## src/rtl/hamming_pkg.sv

```systemverilog
// Shared definitions for the Hamming [7,4] encoder/decoder pair.
// Holds the codeword bit layout, the stage-2 result payload and the
// syndrome-to-position map.
package hamming_pkg;

  localparam int unsigned CODE_W = 7;
  localparam int unsigned DATA_W = 4;
  localparam int unsigned SYND_W = 3;
  localparam int unsigned POS_W  = 3;

  // Codeword bit positions: {d3,d2,d1,d0,p0,p1,p2}
  localparam int unsigned IDX_D3 = 6;
  localparam int unsigned IDX_D2 = 5;
  localparam int unsigned IDX_D1 = 4;
  localparam int unsigned IDX_D0 = 3;
  localparam int unsigned IDX_P0 = 2;
  localparam int unsigned IDX_P1 = 1;
  localparam int unsigned IDX_P2 = 0;

  // Decoded word as held in the output stage
  typedef struct packed {
    logic [DATA_W-1:0] data;
    logic              err_detected;
    logic [POS_W-1:0]  err_pos;
  } dec_result_t;

  // Maps syndrome {s2,s1,s0} to the index of the flipped bit; 0 for no error.
  function automatic logic [POS_W-1:0] syndrome_to_pos(input logic [SYND_W-1:0] s);
    logic [POS_W-1:0] pos;
    pos = '0;
    case (s)
      3'b101:  pos = POS_W'(IDX_D3);
      3'b110:  pos = POS_W'(IDX_D2);
      3'b011:  pos = POS_W'(IDX_D1);
      3'b111:  pos = POS_W'(IDX_D0);
      3'b001:  pos = POS_W'(IDX_P0);
      3'b010:  pos = POS_W'(IDX_P1);
      3'b100:  pos = POS_W'(IDX_P2);
      default: pos = '0;
    endcase
    return pos;
  endfunction

endpackage

```

## src/rtl/hamming_syndrome.sv

```systemverilog
// Combinational syndrome and error-position computation for one codeword.
// Ports:
//   codeword_i  received 7-bit word in encoder layout
//   syndrome_c  {s2,s1,s0}, zero for a clean word
//   pos_c       index of the bit to flip (0 when syndrome is zero)
module hamming_syndrome
  import hamming_pkg::*;
(
  input  logic [CODE_W-1:0] codeword_i,
  output logic [SYND_W-1:0] syndrome_c,
  output logic [POS_W-1:0]  pos_c
);

  logic s0_c, s1_c, s2_c;

  // Each syndrome bit re-checks one parity bit against the data it covers
  assign s0_c = codeword_i[IDX_P0] ^ codeword_i[IDX_D3] ^ codeword_i[IDX_D1] ^ codeword_i[IDX_D0];
  assign s1_c = codeword_i[IDX_P1] ^ codeword_i[IDX_D2] ^ codeword_i[IDX_D1] ^ codeword_i[IDX_D0];
  assign s2_c = codeword_i[IDX_P2] ^ codeword_i[IDX_D3] ^ codeword_i[IDX_D2] ^ codeword_i[IDX_D0];

  assign syndrome_c = {s2_c, s1_c, s0_c};
  assign pos_c      = syndrome_to_pos(syndrome_c);

endmodule

```

## src/rtl/hamming_decoder.sv

```systemverilog
// Two-stage pipelined Hamming [7,4] single-error-correcting decoder with
// valid/ready handshakes and a saturating corrected-error counter.
// Ports:
//   clk, rst                 clock, synchronous active-high reset
//   in_valid/in_ready        input handshake (in_ready is combinational)
//   codeword                 received word {d3,d2,d1,d0,p0,p1,p2}
//   out_valid/out_ready      output handshake
//   data, err_detected,      corrected data and correction status
//   err_pos
//   err_count, count_clear   saturating corrected-word counter and its clear
module hamming_decoder
  import hamming_pkg::*;
#(
  parameter int unsigned COUNT_W = 16
) (
  input  logic                clk,
  input  logic                rst,
  input  logic                in_valid,
  output logic                in_ready,
  input  logic [CODE_W-1:0]   codeword,
  output logic                out_valid,
  input  logic                out_ready,
  output logic [DATA_W-1:0]   data,
  output logic                err_detected,
  output logic [POS_W-1:0]    err_pos,
  output logic [COUNT_W-1:0]  err_count,
  input  logic                count_clear
);

  logic [SYND_W-1:0]  syn_c;
  logic [POS_W-1:0]   pos_c;

  logic               v1_q, v1_d;
  logic [CODE_W-1:0]  cw1_q, cw1_d;
  logic [SYND_W-1:0]  syn1_q, syn1_d;
  logic [POS_W-1:0]   pos1_q, pos1_d;

  logic               v2_q, v2_d;
  dec_result_t        res_q, res_d;

  logic [COUNT_W-1:0] cnt_q, cnt_d;

  logic               ld1_c, ld2_c;
  logic [CODE_W-1:0]  mask_c;
  logic [CODE_W-1:0]  fixed_c;

  hamming_syndrome u_syndrome (
    .codeword_i (codeword),
    .syndrome_c (syn_c),
    .pos_c      (pos_c)
  );

  // Stage advance: a stage may load when it is empty or its successor drains
  assign ld2_c    = !v2_q || out_ready;
  assign ld1_c    = !v1_q || ld2_c;
  assign in_ready = ld1_c;

  // Correction mask is only applied for a non-zero syndrome
  assign mask_c  = (syn1_q != '0) ? (CODE_W'(1) << pos1_q) : '0;
  assign fixed_c = cw1_q ^ mask_c;

  // Next-state for both pipeline stages and the counter
  always_comb begin
    v1_d   = v1_q;
    cw1_d  = cw1_q;
    syn1_d = syn1_q;
    pos1_d = pos1_q;
    v2_d   = v2_q;
    res_d  = res_q;
    cnt_d  = cnt_q;

    if (ld1_c) begin
      v1_d = in_valid;
      if (in_valid) begin
        cw1_d  = codeword;
        syn1_d = syn_c;
        pos1_d = pos_c;
      end
    end

    if (ld2_c) begin
      v2_d = v1_q;
      if (v1_q) begin
        res_d.data         = fixed_c[IDX_D3:IDX_D0];
        res_d.err_detected = (syn1_q != '0);
        res_d.err_pos      = (syn1_q != '0) ? pos1_q : '0;
      end
    end

    // Clear wins over a coincident increment
    if (count_clear) begin
      cnt_d = '0;
    end else if (v2_q && out_ready && res_q.err_detected && (cnt_q != '1)) begin
      cnt_d = cnt_q + COUNT_W'(1);
    end
  end

  always_ff @(posedge clk) begin
    if (rst) begin
      v1_q   <= 1'b0;
      cw1_q  <= '0;
      syn1_q <= '0;
      pos1_q <= '0;
      v2_q   <= 1'b0;
      res_q  <= '0;
      cnt_q  <= '0;
    end else begin
      v1_q   <= v1_d;
      cw1_q  <= cw1_d;
      syn1_q <= syn1_d;
      pos1_q <= pos1_d;
      v2_q   <= v2_d;
      res_q  <= res_d;
      cnt_q  <= cnt_d;
    end
  end

  assign out_valid    = v2_q;
  assign data         = res_q.data;
  assign err_detected = res_q.err_detected;
  assign err_pos      = res_q.err_pos;
  assign err_count    = cnt_q;

endmodule

```

## config.mk

```make
export PLATFORM = sky130hd
export DESIGN_NAME = hamming_decoder
export DESIGN_NICKNAME = d
export VERILOG_FILES = /design/src/rtl/hamming_pkg.sv /design/src/rtl/hamming_syndrome.sv /design/src/rtl/hamming_decoder.sv
export SDC_FILE = /design/constraint.sdc
export NUM_CORES = 1
export LEC_CHECK = 0
export CAP_MARGIN = 30
export CORE_ASPECT_RATIO = 0.9
export CORE_UTILIZATION = 37
export CTS_CLUSTER_DIAMETER = 60
export CTS_CLUSTER_SIZE = 10
export DETAILED_ROUTE_END_ITERATION = 12
export SKIP_LAST_GASP = 1
export SLEW_MARGIN = 0
export SYNTH_ARGS = -nofsm -noshare
export SYNTH_HDL_FRONTEND = slang
export SYNTH_HIERARCHICAL = 1
export SYNTH_SLANG_ARGS = --single-unit
```

## constraint.sdc

```tcl
create_clock -name clk -period 2 [get_ports clk]
set_input_delay 0.3 -clock clk [delete_from_list [all_inputs] [get_ports clk]]
set_output_delay 0.3 -clock clk [all_outputs]
set_load 0.005 [all_outputs]
```

==> results.tsv, run 1 <==
metric	value	unit
Core ar.	4550	sq um
Vias	1682	
vias in the first global route	1408	
post-CTS setup buffers	0	
CP required	1.70	ns
Placed Cells	313	
EDFF count, synth	0	
Hold Fails Final Rpt	0	
FP Rows	23	
first-pass GRT wire length	6810	um
die height	68.0	um
number of standard cells after synthesis	213	
antenna viol nets, final	0	
DRT iter0 DRCs	105	
sequential-to-total area share from yosys stat	0.403	
Yosys warning count	6	
Leak Pwr	0.806	nW
H-tree lvl count	2	
maximum vdd ir drop	0.000388	V
share of layout cells above drive strength 1	0.104	
Hold Crit Depth	2	
hold buffer count at cts	0	
delay-heaviest family, CP	buffers and inverters	
crit-path cells	clkdlybuf4s50_1 -> nand3b_1 -> clkdlybuf4s50_1	
commonest cells after routing, fill and taps aside	37 x clkdlybuf4s50_1, 36 x dfxtp_1, 32 x a21oi_1	
layout net count	271	
residual overflow from global routing	0	
Total Wirelength	4220	um
initial core utilization	0.394	
Power Density	634	nW/um^2
RSZ-0062 raised after global routing	false	
share of synthesized registers carrying an async set or reset	0	
Synth Area per Inst	8.40	sq um
Tcrit/Tclk final	0.880	
gp weighted congestion	0.766	
CTS tree	built	
Place WS	0.0210	ns
crit path max-delay cell type	clkdlybuf4s50_1	
worst min path class	reg2reg	
CTS-repair resized insts	0	
Placed Instance Area	2280	sq um
Setup violations, final	0	
R2R cell count	5	
max-cap violations	0	
final slew viol count	0	
r2r endpoint	err_count[13]	
relative slew slack	0.666	
area grow syn2layout	32.3	%
Yosys reg bits	36	
io pins	38	
crit path DAT	1.46	ns
Setup crit start kind	input pin	
most common cell after layout, fill and taps aside	clkdlybuf4s50_1	
Die X-Extent	75.3	um
slowest stage delay, CP	0.51	ns
post-DP HPWL	3070	um
f_max	0.568	GHz
Clock Latency Late Sink	0.28	ns
FF-to-FF setup slack	0.28	ns
clk root buf	clkbuf_8	
CP most frequent cell	clkdlybuf4s50_1	
Crit Path Max Fanout	4	
hold slack	0.456	ns
synth unique cells	38	
crit path kind	in2out	
crit path buf inv count	2	
post-DR wirelength/cell	13.2	um
DRT Pass-1 Iters	4	
Cell Area, Synth	1790	sq um
initial antenna violation count	0	
PortBufs	37	
RR Startpoint	err_count[0]	
Final TNS setup	0	ns
drc violations	0	
pin count of the biggest net entering global routing	23	
DIE AREA	5120	sq um
Final WS setup	0.240	ns
Synthesized Nets	226	
Design Area, Final	2370	sq um
GRT Util Overall	0.175	
clock sink count	36	
final clock skew	0.00866	ns
clk buf depth	2	
Top FF cell, synth	dfxtp_1	
Diodes inserted	0	
cts bufs inserted	5	
Layout Cells excl Fill	321	
crit path capture type	primary output	
hold endpoint	err_pos[2]	
outcome	finished clean	
clock transition at the registers of the reported paths	0.06	ns
HP Start	err_pos[2]	
post-layout min period	1.76	ns
slew at the pin with the worst max-slew slack	0.497	ns
Via density	5.24	
stage by stage:
stage | total power (W) | utilization
2_1_floorplan | 0.000929 | -
4_1_cts | 0.00153 | 0.521
3_5_place_dp | 0.00100 | 0.501
6_report | 0.00150 | 0.521
5_1_grt | 0.00158 | 0.521
3_3_place_gp | 0.000997 | 0.501
cells by family after synthesis:
family | count (synthesis) | share of synthesized area
AOI/OAI and AO/OA | 54 | 0.178
DFF | 36 | 0.403
buffers and inverters | 18 | 0.0489
adders and majority gates | 1 | 0.00699
xor gates and xnor gates | 13 | 0.0678
and+or+nand+nor | 91 | 0.296
how the worst max path moves through the flow:
stage,startpoint,end,slack [ns],cells past startpoint
floorplan,err_count[0],err_count[3],0.26,6
global placement,out_ready,err_count[15],0.03,5
detailed placement,out_ready,err_count[14],0.02,5
CTS,out_ready,in_ready,0.23,3
global route,out_ready,in_ready,0.15,3
finish,out_ready,in_ready,0.24,3
cell type report:
class / instances / area (sq um)
timing repair buffer: 52 / 483
fill: 469 / 2180
tap: 62 / 77.6
multi-input combinational: 159 / 981
clock buffer: 8 / 90.1
inverter: 4 / 15.0
sequential: 36 / 721
worst reg2reg max path, cell delays in order, from the launching register on:
cell     delay [ns]
dfxtp_1        0.31
ha_1           0.22
and3_1         0.18
and4b_4        0.28
or4_1          0.52
a21oi_1        0.14
cells in the mapped netlist (2+ instances only):
| master | n | area (sq um) |
|---|---|---|
| nor4_1 | 2 | 12.5 |
| or4_1 | 9 | 67.6 |
| o21a_1 | 3 | 22.5 |
| nand3b_1 | 2 | 15.0 |
| nand2b_1 | 2 | 12.5 |
| o21ai_1 | 3 | 15.0 |
| nand4b_1 | 3 | 26.3 |
| nor2b_1 | 2 | 12.5 |
| buf_4 | 3 | 22.5 |
| or3_1 | 4 | 25.0 |
| and3_1 | 4 | 25.0 |
| dfxtp_1 | 36 | 721 |
| o31ai_1 | 9 | 67.6 |
| nor2_1 | 9 | 33.8 |
| xnor2_1 | 6 | 52.6 |
| nor3_1 | 2 | 10.0 |
| a21oi_1 | 32 | 160 |
| nand2_1 | 21 | 78.8 |
| inv_1 | 3 | 11.3 |
| nand3_1 | 18 | 90.1 |
| o31a_1 | 2 | 17.5 |
| nand4_1 | 4 | 25.0 |
| and4_1 | 3 | 26.3 |
| a211oi_1 | 4 | 30.0 |
| xor2_1 | 6 | 52.6 |
| clkbuf_1 | 8 | 30.0 |
| nand4_2 | 2 | 25.0 |
report_power, final:
| part | internal (W) | leakage, nW | switching, W |
|---|---|---|---|
| sequential | 0.000745 | 0.293 | 0.0000253 |
| clock | 0.000281 | 0.0455 | 0.000238 |
| combinational | 0.000108 | 0.467 | 0.000104 |
state kept, by name (all words and copies together) (netlist names):
signal        cells
v1_q              1
err_count        16
out_valid         1
err_detected      1
cw1_q             4
data              4
syn1_q            3
err_pos           3
pos1_q            3
per-layer routing:
layer / share of wire / vias up / track usage
met2: 0.42 / 41 / 0.238
met3: 0.037 / 2 / 0.0353
met5: 0 / - / 0
li1: - / 878 / -
met1: 0.53 / 761 / 0.272
met4: 0.0081 / 0 / 0.0486
(Power assumes the default switching activity.)
==> run 2: changes to the inputs <==
--- a/config.mk
+++ b/config.mk
@@ -11,6 +11,7 @@
 export CTS_CLUSTER_DIAMETER = 60
 export CTS_CLUSTER_SIZE = 10
 export DETAILED_ROUTE_END_ITERATION = 12
+export HOLD_SLACK_MARGIN = 0.06
 export SKIP_LAST_GASP = 1
 export SLEW_MARGIN = 0
 export SYNTH_ARGS = -nofsm -noshare
==> results of run 2 <==
No change in the layout: final DEF, timing and power equal those of run 1.
